--- src/rtl/dram_cmd_pkg.sv ---
// dram_cmd_pkg: DRAM command opcodes and refresh sequencer state encoding
package dram_cmd_pkg;
    typedef enum logic [2:0] {
        CMD_NOP   = 3'd0,
        CMD_ACT   = 3'd1,
        CMD_READ  = 3'd2,
        CMD_WRITE = 3'd3,
        CMD_PREA  = 3'd4,
        CMD_REF   = 3'd5
    } cmd_op_e;
    typedef enum logic [2:0] {
        IDLE      = 3'd0,
        DRAIN     = 3'd1,
        PREA      = 3'd2,
        WAIT_RP   = 3'd3,
        REF       = 3'd4,
        WAIT_DONE = 3'd5
    } state_e;
endpackage

--- src/rtl/refresh_cmd_sequencer.sv ---
// refresh_cmd_sequencer: blocks host commands, issues PREA then REF, reopens host path
module refresh_cmd_sequencer
    import dram_cmd_pkg::*;
#(
    parameter int ADDR_W   = 27,
    parameter int T_RP     = 4,
    parameter int WATCHDOG = 1024
) (
    input  logic              sys_clk,
    input  logic              sys_rst,
    input  logic              refresh_needed,
    output logic              refresh,
    input  logic              banks_idle,
    input  logic              host_cmd_valid,
    output logic              host_cmd_ready,
    input  logic [2:0]        host_cmd_op,
    input  logic [ADDR_W-1:0] host_cmd_addr,
    output logic              dram_cmd_valid,
    input  logic              dram_cmd_ready,
    output logic [2:0]        dram_cmd_op,
    output logic [ADDR_W-1:0] dram_cmd_addr,
    output logic              refresh_active,
    output logic              refresh_timeout,
    output logic [15:0]       refresh_count
);
    state_e      state;
    logic [7:0]  rp_cnt;
    logic [15:0] wd_cnt;
    logic        idle;
    always_comb begin
        idle           = state == IDLE;
        refresh_active = !idle;
        dram_cmd_valid = idle ? host_cmd_valid : (state == PREA || state == REF);
        dram_cmd_op    = idle ? host_cmd_op : (state == REF ? CMD_REF : CMD_PREA);
        dram_cmd_addr  = idle ? host_cmd_addr : '0;
        host_cmd_ready = idle && dram_cmd_ready;
    end
    always_ff @(posedge sys_clk or posedge sys_rst) begin
        if (sys_rst) begin
            state           <= IDLE;
            refresh         <= 1'b0;
            refresh_timeout <= 1'b0;
            refresh_count   <= '0;
            rp_cnt          <= '0;
            wd_cnt          <= '0;
        end else begin
            refresh <= 1'b0;
            case (state)
                IDLE:    if (refresh_needed && !(host_cmd_valid && !dram_cmd_ready)) state <= DRAIN;
                DRAIN:   if (banks_idle) state <= PREA;
                PREA:    if (dram_cmd_ready) begin
                    rp_cnt <= 8'(T_RP);
                    state  <= WAIT_RP;
                end
                WAIT_RP: begin
                    rp_cnt <= rp_cnt - 8'd1;
                    if (rp_cnt == 8'd1) state <= REF;
                end
                REF:     if (dram_cmd_ready) begin
                    refresh       <= 1'b1;
                    refresh_count <= refresh_count + 16'd1;
                    wd_cnt        <= '0;
                    state         <= WAIT_DONE;
                end
                WAIT_DONE: begin
                    wd_cnt <= wd_cnt + 16'd1;
                    if (!refresh_needed) state <= IDLE;
                    else if (wd_cnt == 16'(WATCHDOG - 1)) begin
                        refresh_timeout <= 1'b1;
                        state           <= IDLE;
                    end
                end
                default: state <= IDLE;
            endcase
        end
    end
endmodule
--- config.mk ---
export PLATFORM = sky130hd
export DESIGN_NAME = refresh_cmd_sequencer
export DESIGN_NICKNAME = d
export VERILOG_FILES = /design/src/rtl/dram_cmd_pkg.sv /design/src/rtl/refresh_cmd_sequencer.sv
export SDC_FILE = /design/constraint.sdc
export NUM_CORES = 1
export LEC_CHECK = 0
export BUFFER_PORTS_ARGS = -buffer_cell sky130_fd_sc_hd__buf_2
export CORE_ASPECT_RATIO = 2
export CORE_UTILIZATION = 50
export CTS_CLUSTER_SIZE = 28
export DETAILED_ROUTE_END_ITERATION = 8
export HOLD_SLACK_MARGIN = 0.02
export PLACE_DENSITY_LB_ADDON = 0.12
export SLEW_MARGIN = 15
export SYNTH_ARGS = -nofsm -noshare
export SYNTH_HDL_FRONTEND = slang
export SYNTH_SLANG_ARGS = --single-unit
--- constraint.sdc ---
create_clock -name sys_clk -period 1.9 [get_ports sys_clk]
set_input_delay 0.19 -clock sys_clk [delete_from_list [all_inputs] [get_ports sys_clk]]
set_output_delay 0.19 -clock sys_clk [all_outputs]
set_load 0.05 [all_outputs]
==> out/qor.yml <==
run_status:
  status: "completed"
pwr:
  p_leak_nw: 1.79
  cellPowerDensity_nw_per_um2: 1320
  ir_worst_vdd_mv: 1.10
detailed_routing:
  wl_per_cell_um: 16.0
  drt_pre_antenna_iters: 4
  viasPerCell: 5.49
  drtAntennaViolNets: 0
  routed_wl_um: 6610
  via_count: 2266
  remaining_drc_errors: 0
  drt_iter0_drc: 48
timing:
  setup_viol: 0
  slew_headroom_pct: 61.9
  finalWorstPathRequiredPeriod_ps: 1870
  max_freq_mhz: 536
  finClkSkew_ps: 6.84
  worstMarginPinSlew_ps: 571
  rsz0062_at_grt: "true"
  maxSlewViolCount: 0
  fin_ws_ps: 34.3
  hold_viol_final: 0
  post-route-period-util_pct: 98.2
cts:
  clk_pin_slew_worst_paths_ps: 90
  cts_buffers: 5
  cts.htree.levels: 2
  clock-sinks: 45
  cts_tree: "done"
  worstSkewPairLatency_ps: 300
  cts_root_buffer: "clkbuf_8"
  holdBufCountCts: 0
  cts.path.max_buffers: 2
logic_synthesis:
  synth_commonest_cells: "dfrtp_1 (45), nand2_1 (34), and2_1 (29), nand3_1 (15)"
  synth_edf_count: 0
  synth-seq-area-share_pct: 46.6
  ys_types: 46
  yosys-top-cells-area: "dfrtp_1 (47%), and2_1 (7.5%), nand2_1 (5.3%), mux2i_1 (4.1%), nand3_1 (3.1%)"
  synth-simple-area-share_pct: 29.0
  synthAdderAreaFrac_pct: 2.07
  synth.most_common_cell: "dfrtp_1"
  synth_compound_area_share_pct: 8.90
  synth_area_um2: 2420
  avgSynthCellArea_um2: 9.67
  syn_nets: 290
  synth.top_cell.area_share_pct: 46.6
  synthXorXnorAreaFrac_pct: 5.43
  synthMuxAreaShare_pct: 4.60
  synth_top_family_by_area: "simple AND/OR/NAND/NOR gates"
  yosys.area.top_type: "dfrtp_1"
  syn-instance-count: 250
  async_flop_share_pct: 100
  yosys_warnings: 0
  ys_ff_latch: 45
  ys.flop_type: "dfrtp_1"
floorplanning:
  io_pins: 87
  coreArea_um2: 4640
  dieArea_um2: 5140
  start_util_pct: 52.1
  die_w_um: 51.2
  die_h_um: 100
  rows: 35
placement:
  gp_congestion: 0.824
  dp.cells: 392
  port_buffers: 86
  pre_cts_slack_ps: 107
  dp_hpwl_um: 4230
worst_setup_path:
  setup.worst_path.end_class: "output pin"
  worstPathRequired_ps: 1710
  cp_cell_sequence: "buf_6 -> nor3_4 -> buf_6 -> and2_4 -> buf_8"
  critPathKind: "reg -> out"
  crit_slowest_cell: "dfrtp_1"
  worstPathArrival_ps: 1680
  cp-start-kind: "flip-flop"
  path_max_fanout: 8
  cp_common_cell: "buf_6"
  cpPeakStageDelay_ps: 410
grt:
  grtUsageTotal_pct: 24.5
  grt.overflow.total: 0
  grt_max_degree: 46
  grt_pass1_wl_um: 9450
  antenna_found_initial: 0
  grt_pass1_vias: 2106
layout:
  diodes: 0
  drive_above_1_share_pct: 41.1
  stdcell_count: 413
  nets: 397
  area_delta_synth_final_pct: 43.1
min_path:
  hp-class: "in -> async"
flow_run:
  cap_violations: 0
-- critical path: cells and delay by family (launching register included) --
kind          cells  cell delay [ps]
simple gates      2              480
buf+inv           3              480
flops             1              410
-- final timing paths --
| check | from | end | slack, ps | cells after the start |
|---|---|---|---|---|
| setup / recovery | state[0] | dram_cmd_addr[0] | 30 | 5 |
| hold / removal | sys_rst | refresh_count[14] | 20 | 3 |
| setup reg to reg | rp_cnt[4] | state[0] | 90 | 4 |
| hold reg to reg | wd_cnt[15] | wd_cnt[15] | 480 | 1 |
| max in group asynchronous | sys_rst | refresh_count[1] | 1450 | 3 |
| min in group sys_clk | refresh_needed | state[0] | 220 | 3 |
-- cells in the final DEF, fill, tap and decap left out, types with 5 or more instances in the layout --
| master | n |
|---|---|
| nor2_1 | 9 |
| dfrtp_1 | 43 |
| mux2i_1 | 10 |
| inv_1 | 10 |
| nand4_1 | 5 |
| o21ai_0 | 9 |
| nand2_1 | 34 |
| buf_4 | 20 |
| nand3_1 | 15 |
| buf_8 | 8 |
| o211ai_1 | 5 |
| buf_6 | 25 |
| and2_1 | 13 |
| xor2_1 | 7 |
| and2_4 | 16 |
| buf_2 | 57 |
| clkbuf_8 | 6 |
| xnor2_1 | 8 |
-- cell families (layout without fill, tap and decap cells) --
family / count (synthesis) / in the layout
buffers and inverters: 20 / 128
DFF: 45 / 45
AOI/OAI and AO/OA: 31 / 31
muxes: 11 / 11
xor gates and xnor gates: 15 / 15
and+or+nand+nor: 124 / 124
adders and majority gates: 4 / 4
-- registers in the layout, summed over array words and instances (netlist names) --
signal,flops
refresh,1
refresh_count,16
refresh_timeout,1
rp_cnt,8
state,3
wd_cnt,16
-- final cells by class --
class	count	area, µm²
tap	55	68.8
sequential	45	1130
multi-input combinational	185	1270
fill	346	1180
inverter	10	37.5
timing repair buffer	110	837
clock inverter	2	37.5
clock buffer	6	82.6
-- where the power goes --
part | internal [W] | switching [W] | total [W] | leakage [nW]
registers | 0.00117 | 0.000211 | 0.00139 | 0.543
clock network | 0.000428 | 0.000338 | 0.000766 | 0.0574
logic | 0.00100 | 0.00141 | 0.00241 | 1.19
total | 0.00260 | 0.00196 | 0.00456 | 1.79
-- repair_timing --
action / CTS / global route
hold endpoints to repair: 0 / 0
endpoints found under the setup margin: 29 / 29
gates cloned: 0 / 3
pin swaps: 0 / 2
setup buffers: 0 / 10
gates resized for setup: 29 / 64
-- per-layer routing --
metal	wire length, µm	GRT usage, %	up-vias
li1	-	-	1087
met1	2500	26.5	1099
met2	3700	44.4	66
met3	260	4.09	14
met4	149	11.5	0
met5	0	0	-
-- through the flow --
| step | setup TNS [ps] | hold slack, ps | cell area [µm²] | util, % | power, W |
|---|---|---|---|---|---|
| finish | 0 | 15.3 | 3460 | 74.6 | 0.00456 |
| global route | -209 | 70.9 | 3460 | 74.6 | 0.00480 |
| CTS | 0 | 44.5 | 3160 | 68.2 | 0.00406 |
| detailed placement | 0 | 376 | 2970 | 64.0 | 0.00320 |
| global placement | 0 | 364 | 2970 | 64.0 | 0.00316 |
| floorplan | 0 | 342 | 2430 | - | 0.00276 |
No activity file was read; power rests on OpenSTA's default activity.
